===== src/rtl/ring_token_arbiter_if.sv =====
// Client-side bundle for ring_token_arbiter.
// Requests and release go in; grant, token and status come out.
interface ring_token_arbiter_if #(
  parameter int N = 4
);
  logic [N-1:0] req_i;
  logic         release_i;
  logic [N-1:0] grant_o;
  logic [N-1:0] token_o;
  logic         busy_o;
  logic         timeout_o;

  modport master (
    output req_i,
    output release_i,
    input  grant_o,
    input  token_o,
    input  busy_o,
    input  timeout_o
  );

  modport slave (
    input  req_i,
    input  release_i,
    output grant_o,
    output token_o,
    output busy_o,
    output timeout_o
  );
endinterface


===== src/rtl/ring_token_arbiter.sv =====
// Round-robin arbiter with a one-hot token ring and a per-owner hold limit.
// IDLE picks the first requester at or above the token, GRANT holds, GAP idles one cycle.
module ring_token_arbiter #(
  parameter int N        = 4,
  parameter int MAX_HOLD = 8
) (
  input logic                 clk,
  input logic                 reset,
  ring_token_arbiter_if.slave bus
);
  localparam int HW = $clog2(MAX_HOLD + 1);
  localparam int IW = $clog2(N);

  typedef enum logic [1:0] {
    IDLE  = 2'd0,
    GRANT = 2'd1,
    GAP   = 2'd2
  } state_e;

  state_e        state_q, state_d;
  logic [N-1:0]  grant_q, grant_d;
  logic [N-1:0]  token_q, token_d;
  logic          busy_q, busy_d;
  logic          timeout_q, timeout_d;
  logic [HW-1:0] hold_q, hold_d;

  logic [IW-1:0] tok_idx;
  logic [IW-1:0] own_idx;
  logic [N-1:0]  pick;
  logic          found;
  logic          end_norm;
  logic          at_limit;

  always_comb begin
    tok_idx = '0;
    own_idx = '0;
    for (int i = 0; i < N; i++) begin
      if (token_q[i]) tok_idx = IW'(i);
      if (grant_q[i]) own_idx = IW'(i);
    end
  end

  // Circular scan from the token position, wrapping N-1 -> 0.
  always_comb begin
    logic [IW:0] j;
    pick  = '0;
    found = 1'b0;
    j     = '0;
    for (int i = 0; i < N; i++) begin
      j = {1'b0, tok_idx} + (IW+1)'(i);
      if (j >= (IW+1)'(N)) j = j - (IW+1)'(N);
      if (!found && |(bus.req_i & (N'(1) << j))) begin
        pick  = N'(1) << j;
        found = 1'b1;
      end
    end
  end

  assign end_norm = bus.release_i || !bus.req_i[own_idx];
  assign at_limit = (hold_q == HW'(MAX_HOLD));

  always_comb begin
    state_d   = state_q;
    grant_d   = grant_q;
    token_d   = token_q;
    busy_d    = busy_q;
    timeout_d = 1'b0;
    hold_d    = hold_q;
    unique case (state_q)
      IDLE: begin
        if (|bus.req_i) begin
          state_d = GRANT;
          grant_d = pick;
          busy_d  = 1'b1;
          hold_d  = HW'(1);
        end
      end
      GRANT: begin
        if (end_norm || at_limit) begin
          state_d   = GAP;
          grant_d   = '0;
          busy_d    = 1'b0;
          hold_d    = '0;
          token_d   = {grant_q[N-2:0], grant_q[N-1]};
          timeout_d = !end_norm;
        end else begin
          hold_d = hold_q + HW'(1);
        end
      end
      GAP: begin
        state_d = IDLE;
      end
      default: begin
        state_d = IDLE;
        grant_d = '0;
        busy_d  = 1'b0;
        hold_d  = '0;
      end
    endcase
  end

  always_ff @(posedge clk) begin
    if (reset) begin
      state_q   <= IDLE;
      grant_q   <= '0;
      token_q   <= N'(1);
      busy_q    <= 1'b0;
      timeout_q <= 1'b0;
      hold_q    <= '0;
    end else begin
      state_q   <= state_d;
      grant_q   <= grant_d;
      token_q   <= token_d;
      busy_q    <= busy_d;
      timeout_q <= timeout_d;
      hold_q    <= hold_d;
    end
  end

  assign bus.grant_o   = grant_q;
  assign bus.token_o   = token_q;
  assign bus.busy_o    = busy_q;
  assign bus.timeout_o = timeout_q;
endmodule


===== src/flat_wrapper.sv =====
// flat-port wrapper written by rule: the top's interface ports become plain ports
module ring_token_arbiter_flat 
#(
  parameter int N        = 4,
  parameter int MAX_HOLD = 8
)
  (clk, reset, bus_req_i, bus_release_i, bus_grant_o, bus_token_o, bus_busy_o, bus_timeout_o);
  ring_token_arbiter_if #(.N(N)) bus_i ();
  input logic clk;
  input logic reset;
  input wire logic [$bits(bus_i.req_i)-1:0] bus_req_i;
  input wire logic [$bits(bus_i.release_i)-1:0] bus_release_i;
  output wire logic [$bits(bus_i.grant_o)-1:0] bus_grant_o;
  output wire logic [$bits(bus_i.token_o)-1:0] bus_token_o;
  output wire logic [$bits(bus_i.busy_o)-1:0] bus_busy_o;
  output wire logic [$bits(bus_i.timeout_o)-1:0] bus_timeout_o;
  assign bus_i.req_i = bus_req_i;
  assign bus_i.release_i = bus_release_i;
  assign bus_grant_o = bus_i.grant_o;
  assign bus_token_o = bus_i.token_o;
  assign bus_busy_o = bus_i.busy_o;
  assign bus_timeout_o = bus_i.timeout_o;
  ring_token_arbiter #(.N(N), .MAX_HOLD(MAX_HOLD)) u_core (.clk(clk), .reset(reset), .bus(bus_i));
endmodule

===== config.mk =====
export PLATFORM = sky130hd
export DESIGN_NAME = ring_token_arbiter_flat
export DESIGN_NICKNAME = d
export VERILOG_FILES = /design/src/rtl/ring_token_arbiter_if.sv /design/src/rtl/ring_token_arbiter.sv /design/src/flat_wrapper.sv
export SDC_FILE = /design/constraint.sdc
export NUM_CORES = 1
export LEC_CHECK = 0
export ABC_AREA = 0
export ABC_CLOCK_PERIOD_IN_PS = 1800
export CAP_MARGIN = 20
export CORE_UTILIZATION = 36
export CTS_BUF_LIST = sky130_fd_sc_hd__clkbuf_2 sky130_fd_sc_hd__clkbuf_4 sky130_fd_sc_hd__clkbuf_8
export DETAILED_ROUTE_END_ITERATION = 8
export DONT_BUFFER_PORTS = 1
export GPL_TIMING_DRIVEN = 0
export SLEW_MARGIN = 20
export SYNTH_ARGS = -nofsm -noshare
export SYNTH_HDL_FRONTEND = slang
export SYNTH_SLANG_ARGS = --single-unit
export TNS_END_PERCENT = 100

===== constraint.sdc =====
create_clock -name clk -period 1.8 [get_ports clk]
set_clock_uncertainty 0.2 [all_clocks]
set_input_delay 0.36 -clock clk [delete_from_list [all_inputs] [get_ports clk]]
set_output_delay 0.36 -clock clk [all_outputs]
set_load 0.01 [all_outputs]

# == Word level (Yosys, flattened, before mapping) ==
# Cells that the tools add are included.
# op_classes
addsub,8
mul,0
div_mod_pow,0
magnitude_cmp,5
eq_ne,5
n_shift,4
n_mux,31
n_bitwise,7
n_reduce_logical,21
# op_table
operator,count
$mux W4,8
$pmux W4 S3,2
$reduce_or A4 Y1,5
$and A4 B4 Y4,4
$shl A1 B3 Y4 const A,4
$mux W2,6
$mux W3,4
$ge A3 B3 Y1 const B,3
$sub A3 B3 Y3 const B,3
$mux W1,8
$add A2 B2 Y3 const B,2
$reduce_and A2 Y1,3
$logic_not A1 Y1,5
$add A4 B1 Y4 const B,1
$eq A4 B4 Y1 const B,1
$ne A2 B1 Y1 const B,2
$pmux W2 S2,1
$add A2 B1 Y3 const B,1
$ge A2 B3 Y1 const B,1
$logic_and A1 B1 Y1,3
$lt A2 B3 Y1 const B,1
$not A1 Y1,3
$pmux W1 S3,1
$reduce_and A3 Y1,1
other kinds (7),8
# totals
regBits,16
latchBits,0
mem_bits_rw,0
rom_bits,0
inputBits,7
out_inout_bits,10
elab_cells,87
mem_count,0

# == Longest topological paths before layout ==
# Gate-level depths: netlist of run 1.
# depth
depth_word,20
mapped_depth,8
depth_no_buf,7

# == Worst setup path before layout of run 1 ==
# No wires, ideal clock.
# synth_path
path_kind,flip-flop to flip-flop
from,register u_core.grant_q[1] (netlist: u_core.bus.grant_o[1])
to,register u_core.token_q[0] (netlist: u_core.bus.token_o[0])
setup_time_ns,0.120
t_arrival_ns,1.537
t_required_ns,1.480
slack_ns,-0.057
stages_incl_launch_ff,7
n_path_buf,1
period_less_slack_ns,1.857
cell_sequence,dfxtp_1 -> mux2i_1 -> a2111oi_4 -> nand2_2 -> and2_4 -> buf_6 -> a211o_1
# synth_via
elab_chain_cells,9
# synth_lines
element,line_no,rtl
"start, declared",ring_token_arbiter.sv:21,"logic [N-1:0] grant_q, grant_d;"
"start signal, assigned",ring_token_arbiter.sv:112,grant_q <= grant_d;
$mux W1,ring_token_arbiter.sv:39,if (grant_q[i]) own_idx = IW'(i);
$mux W2 (2 in series),ring_token_arbiter.sv:39,
$bmux W1 S2,ring_token_arbiter.sv:59,assign end_norm = bus.release_i || !bus.req_i[own_idx];
$mux W1 (not written as such),ring_token_arbiter.sv:59,
$logic_not A1 Y1,ring_token_arbiter.sv:59,
$logic_or A1 B1 Y1,ring_token_arbiter.sv:59,
$logic_or A1 B1 Y1,ring_token_arbiter.sv:79,if (end_norm || at_limit) begin
$reduce_and A2 Y1 (no line),n/a,
"end signal, assigned",ring_token_arbiter.sv:113,token_q <= token_d;
"end, declared",ring_token_arbiter.sv:22,"logic [N-1:0] token_q, token_d;"
# No other way between the ends. The select of a mux whose other input is x is not followed.
# A chain may end at the register's enable or synchronous reset.

# == Worst setup path after layout of run 1 ==
# layout_path
from,register u_core.grant_q[1] (netlist: u_core.bus.grant_o[1])
to,register u_core.grant_q[3] (netlist: u_core.bus.grant_o[3])
# layout_via
elab_chain_cells,10
# layout_lines
element,line_no
$mux W1,ring_token_arbiter.sv:39
$mux W2 (2 in series),ring_token_arbiter.sv:39
$bmux W1 S2,ring_token_arbiter.sv:59
$mux W1 (not written as such),ring_token_arbiter.sv:59
$logic_not A1 Y1,ring_token_arbiter.sv:59
$logic_or A1 B1 Y1,ring_token_arbiter.sv:59
$logic_or A1 B1 Y1,ring_token_arbiter.sv:79
$ne A2 B1 Y1 (no line),n/a
$reduce_and A3 Y1 (no line),n/a
# No other way between the ends. The select of a mux whose other input is x is not followed.

==> results of run 1 <==
==> where the power goes <==
group | switching [W] | internal (W) | total, W
sequential | 0.0000276 | 0.000373 | 0.000401
clock | 0.000119 | 0.000123 | 0.000243
combinational | 0.0000784 | 0.0000817 | 0.000160
==> path summary, 6_finish.rpt <==
path / startpoint / endpoint / slack, ns / depth (start not counted)
hold / removal: bus_release_i / u_core.state_q[0] / 0.13 / 3
setup / recovery: u_core.bus.grant_o[1] / u_core.bus.grant_o[3] / -0.04 / 5
hold reg to reg: u_core.bus.grant_o[2] / u_core.bus.grant_o[2] / 0.32 / 2
setup reg to reg: u_core.bus.grant_o[1] / u_core.bus.grant_o[3] / -0.04 / 5
==> cells in the final DEF (no fill, tap or decap), drive strengths merged, types with 2 or more instances in the layout <==
master | Yosys | routed
inv | 5 | 5
nor3 | 3 | 3
nor2b | 7 | 7
dfxtp | 16 | 16
xor2 | 2 | 2
a211o | 2 | 2
nor2 | 13 | 13
ha | 2 | 2
nor3b | 2 | 2
clkbuf | 0 | 4
a221o | 3 | 3
and2 | 3 | 3
a21oi | 9 | 9
nand4 | 2 | 2
o21ai | 7 | 7
mux2 | 2 | 2
buf | 5 | 9
nand2 | 8 | 8
mux2i | 6 | 6
==> cell usage after synthesis, drive strengths merged (3+ instances only) <==
master,number,area share [%]
dfxtp,16,34
nor2,13,5.4
a21oi,9,5.5
nand2,8,3.4
nor2b,7,5.4
o21ai,7,3.7
mux2i,6,6.3
buf,5,3.3
inv,5,2.0
a221o,3,3.2
and2,3,2.2
nor3,3,1.6
==> sequential cells by signal, summed over array words and instances (netlist names) <==
| register | cells |
|---|---|
| u_core.bus.timeout_o | 1 |
| u_core.bus.token_o | 4 |
| u_core.hold_q | 4 |
| u_core.bus.grant_o | 4 |
| u_core.bus.busy_o | 1 |
| u_core.state_q | 2 |
==> per-stage QoR <==
step	cells	total power, W	hold slack [ns]	setup slack [ns]
6_report	148	0.0008036	0.1332	-0.04025
5_1_grt	148	0.0008495	0.1347	-0.1602
4_1_cts	146	0.0007953	0.09291	-0.04343
3_5_place_dp	140	0.0005485	0.3154	-0.2281
3_3_place_gp	140	0.0005466	0.2916	-0.1659
2_1_floorplan	110	0.0005241	0.2795	0.003374
==> cells by family after synthesis <==
family                   Yosys count
adder cells (fa/ha/maj)            2
AND/OR/NAND/NOR                   45
flip-flops                        16
multiplexers                       8
buffers and inverters             10
AO/OA/AOI/OAI                     27
XOR/XNOR                           2
==> final cells by class <==
type,instances,area (um2)
well taps,30,37.54
flip-flops and latches,16,335.3
repair buffers,5,37.54
clock buffers,4,36.28
inverters,5,18.77
plain buffers,4,31.28
fillers,236,1350
multi-input cells,84,630.6
==> worst max-delay path, delay by kind of cell (launching register included) <==
kind	cells	cell delay, ns
AOI/OAI and AO/OA	3	0.81
DFF	1	0.39
muxes	1	0.19
and+or+nand+nor	1	0.19
==> timing repair <==
action	in CTS	in global routing
pin swaps	5	12
gates resized for setup	12	8
setup buffers	3	2
endpoints found under the setup margin	10	13
==> routing by layer <==
layer  GRT usage [%]  routed length [um]  up-vias
li1                -                   -      406
met3           7.759                 117        2
met4           2.632                   4        0
met5               0                   0        -
met1           19.29                 967      385
met2           26.25                1053       19
==> impl_metrics.ini, run 1 <==
[clocking]
clk_pin_slew_ns = 0.09
cts_tree = yes
cts_buffers = 3
cts.sink_count = 16
cts-root-buf = clkbuf_4
hold_buffers = 0
cts.htree.levels = 1
clockBufferDepth = 2
clk_latency_ns = 0.29

[floorplan]
die_y_um = 53.33
fp.coreArea_um2 = 2477
rows = 18
die_x_um = 53.33
dieArea_um2 = 2844
ios = 17
initial_core_util_pct = 38.28

[outcome]
violations = setup timing
status = complete, but fails checks

[timing]
slew_viol_final = 0
fmax_mhz = 543.4
max_slew_margin_pct = 69.46
rsz0062_at_grt = true
period_share_pct = 102.2
setup_tns_ns = -0.1623
setup_slack_ns = -0.04025
hold_viol = 0
setup_viol = 6
worst_pin_slew_ns = 0.4572
fin_crit_ns = 1.840

[pwr]
powerDensity_nw_per_um2 = 712.8
total_leakage_power_nw = 0.4173
irDropWorstVdd_mv = 0.5721

[global_routing]
overflow = 0
grt_usage_pct = 16.16
grt_pass1_wl_um = 3284
antenna_found_initial = 0
grt_pass1_vias = 744
grt_max_degree = 11

[cells_and_area]
diodes = 0
final_util_pct = 45.51
area_growth_pct = 18.87
layout-drive-gt1-share_pct = 31.36
fin_nets = 128
fin_area_um2 = 1127

[synthesis]
synth_mux_area_share_pct = 9.103
synth_cells = 110
synth_nets = 119
ys_seq_area_share_pct = 33.77
yosys.area_share.xor_xnor_pct = 1.847
async_flop_share_pct = 0
synth_top_family_by_area = simple AND/OR/NAND/NOR gates
yosys.area_share.simple_pct = 26.12
yosys.area_share.adder_pct = 2.639
yosys_most_used_dff = dfxtp_1
synth_edf_count = 0
synth_compound_area_share_pct = 21.24
synth_cell_type_count = 39
ys_seq_elements = 16
ys_warn_count = 0
avgSynthCellArea_um2 = 8.622
synth_area_um2 = 948.4

[worst_setup_path]
critPathCaptureType = flip-flop
cp_cell_sequence = mux2i_4 > a2111oi_4 > nand3_2 > a21oi_2 > a221o_1
path_max_fanout = 4
slowest_delay_ns = 0.39
critPathArrivalTime_ns = 1.88
crit_slowest_cell = dfxtp_4
cp-start-kind = flip-flop
cp.required_ns = 1.84
critPathKind = reg2reg

[worst_hold_path]
hold_class = in2reg

[place]
portBuffers = 0
place.detailed.hpwl_um = 1476
placed_area_um2 = 996.0
place.gp.congestion = 0.8126

[routing]
ant_nets = 0
routedWlPerCell_um = 14.48
first_pass_iters = 4
routed_wirelength_um = 2143
viasPerCell = 5.486
remaining_drc_errors = 0
drtIter0Drc = 21
vias = 812

[flow_run]
maxCapViolCount = 0
No activity file was read; power rests on OpenSTA's default activity.
==> inputs of run 2 (changes only) <==
--- a/config.mk
+++ b/config.mk
@@ -12,7 +12,6 @@
 export CTS_BUF_LIST = sky130_fd_sc_hd__clkbuf_2 sky130_fd_sc_hd__clkbuf_4 sky130_fd_sc_hd__clkbuf_8
 export DETAILED_ROUTE_END_ITERATION = 8
 export DONT_BUFFER_PORTS = 1
-export GPL_TIMING_DRIVEN = 0
 export SLEW_MARGIN = 20
 export SYNTH_ARGS = -nofsm -noshare
 export SYNTH_HDL_FRONTEND = slang
==> run 2 against run 1 <==
Effect of this change: sequential cell count is the same; worst hold slack lost 0.075 ns; first-iteration DRC count is 38% lower; maximum frequency up 3.5%; sequential power down 1%; critical path depth unchanged; the flow now finishes without violations; sequential share of layout area decreased by 1.8 points; utilization is 2.6 points higher.
==> impl_metrics.ini, run 2 (same netlist as run 1, synthesis figures left out) <==
[outcome]
status = finished, final reports clean

[pwr]
sw_frac_of_total_pct = 26.55
p_sw_w = 0.0002114
p_seq_share_pct = 49.8
irDropWorstVdd_mv = 0.4594
power_w = 0.0007963
powerDensity_nw_per_um2 = 668.5
total_leakage_power_nw = 0.4681
intPower_w = 0.0005849
p_comb_share_pct = 21.2
clkPwrFrac_pct = 29.0

[floorplan]
ios = 17
rows = 18
initial_core_util_pct = 38.28
die_y_um = 53.33
die_x_um = 53.33
fp.coreArea_um2 = 2477
dieArea_um2 = 2844

[place]
dp_cells = 150
place.detailed.hpwl_um = 1662
portBuffers = 0
place.gp.congestion = 0.8609
placed_area_um2 = 1071

[cells_and_area]
final_cell_mix = buf_4 (15), nor2_1 (12), dfxtp_1 (10)
diodes = 0
fin_nets = 137
final_common_cell = buf_4
area_growth_pct = 25.59
finalNonFillerCells = 157
layout-drive-gt1-share_pct = 34.65
fin_area_um2 = 1191

[timing]
setup_tns_ns = 0
slew_viol_final = 0
rsz0062_at_grt = true
setup_viol = 0
fin_crit_ns = 1.779
hold_viol = 0
max_slew_margin_pct = 69.28
worst_pin_slew_ns = 0.4599
period_share_pct = 98.82
fmax_mhz = 562.2

[routing]
viasPerCell = 5.287
drtIter0Drc = 13
routedWlPerCell_um = 14.76
remaining_drc_errors = 0
first_pass_iters = 4
routed_wirelength_um = 2317
vias = 830
ant_nets = 0

[global_routing]
grt_max_degree = 12
overflow = 0
antenna_found_initial = 0
grt_usage_pct = 17.06
grt_pass1_wl_um = 3491
grt_pass1_vias = 802

[worst_setup_path]
path_max_fanout = 4
cp.required_ns = 1.83
cp-start-kind = flip-flop
critPathKind = reg2reg
critPathCaptureType = flip-flop
critPathArrivalTime_ns = 1.81

[clocking]
clockBufferDepth = 2
cts_tree = yes
clk_latency_ns = 0.28
cts-root-buf = clkbuf_4
cts_buffers = 3
cts.sink_count = 16
clk_pin_slew_ns = 0.09
cts.htree.levels = 1

[flow_run]
maxCapViolCount = 0

[worst_hold_path]
hold_class = in2reg
[run 2: stage by stage]
| stage | utilization, % | worst slack [ns] | hold slack, ns |
|---|---|---|---|
| 3_3_place_gp | 43.23 | -0.03187 | 0.2242 |
| 5_1_grt | 48.08 | -0.05968 | 0.05973 |
| 2_1_floorplan | - | 0.003374 | 0.2795 |
| 6_report | 48.08 | 0.02119 | 0.05792 |
| 3_5_place_dp | 43.23 | -0.06580 | 0.2249 |
| 4_1_cts | 46.41 | 0.0005672 | 0.05134 |
[run 2: routing by layer]
layer	vias up	GRT usage [%]	wire length [um]
met3	4	6.322	123
met1	377	20.17	1056
li1	425	-	-
met4	0	3.947	21
met2	24	28.75	1115
met5	-	0	0
[run 2: power groups by stage]
stage	Combinational (W)	Sequential (W)	Clock, W
floorplan	0.000121	0.000404	0
global placement	0.000150	0.000406	0
detailed placement	0.000151	0.000406	0
CTS	0.000161	0.000397	0.000240
global route	0.000186	0.000401	0.000256
finish	0.000169	0.000397	0.000231
[run 2: path summary, 6_finish.rpt]
kind | from | endpoint | slack [ns] | cells past startpoint
worst min register to register | u_core.bus.busy_o | u_core.bus.busy_o | 0.32 | 2
worst max-delay path | u_core.bus.grant_o[1] | u_core.bus.grant_o[1] | 0.02 | 5
worst min-delay path | reset | u_core.bus.grant_o[2] | 0.06 | 3
worst max register to register | u_core.bus.grant_o[1] | u_core.bus.grant_o[1] | 0.02 | 5
[run 2: worst max-delay path, stage by stage (launching register included)]
cell       delay (ns)
dfxtp_2          0.34
mux2i_2          0.16
a2111oi_4        0.39
nand3_2          0.17
a21oi_2          0.28
a221o_1          0.19
[run 2: cell type report]
cell class                      count  area [um2]
Fill cell                         247        1286
Multi-Input combinational cell     84       616.8
Inverter                            5       18.77
Timing Repair Buffer               18       148.9
Clock buffer                        4       36.28
Sequential cell                    16       332.8
Tap cell                           30       37.54
[run 2: timing repair]
action | 4_1_cts | 5_1_grt
setup buffers | 1 | 1
pin swaps | 2 | 14
hold buffers | 1 | 0
hold endpoints to repair | 8 | 0
resized for setup | 8 | 12
endpoints found under the setup margin | 8 | 10
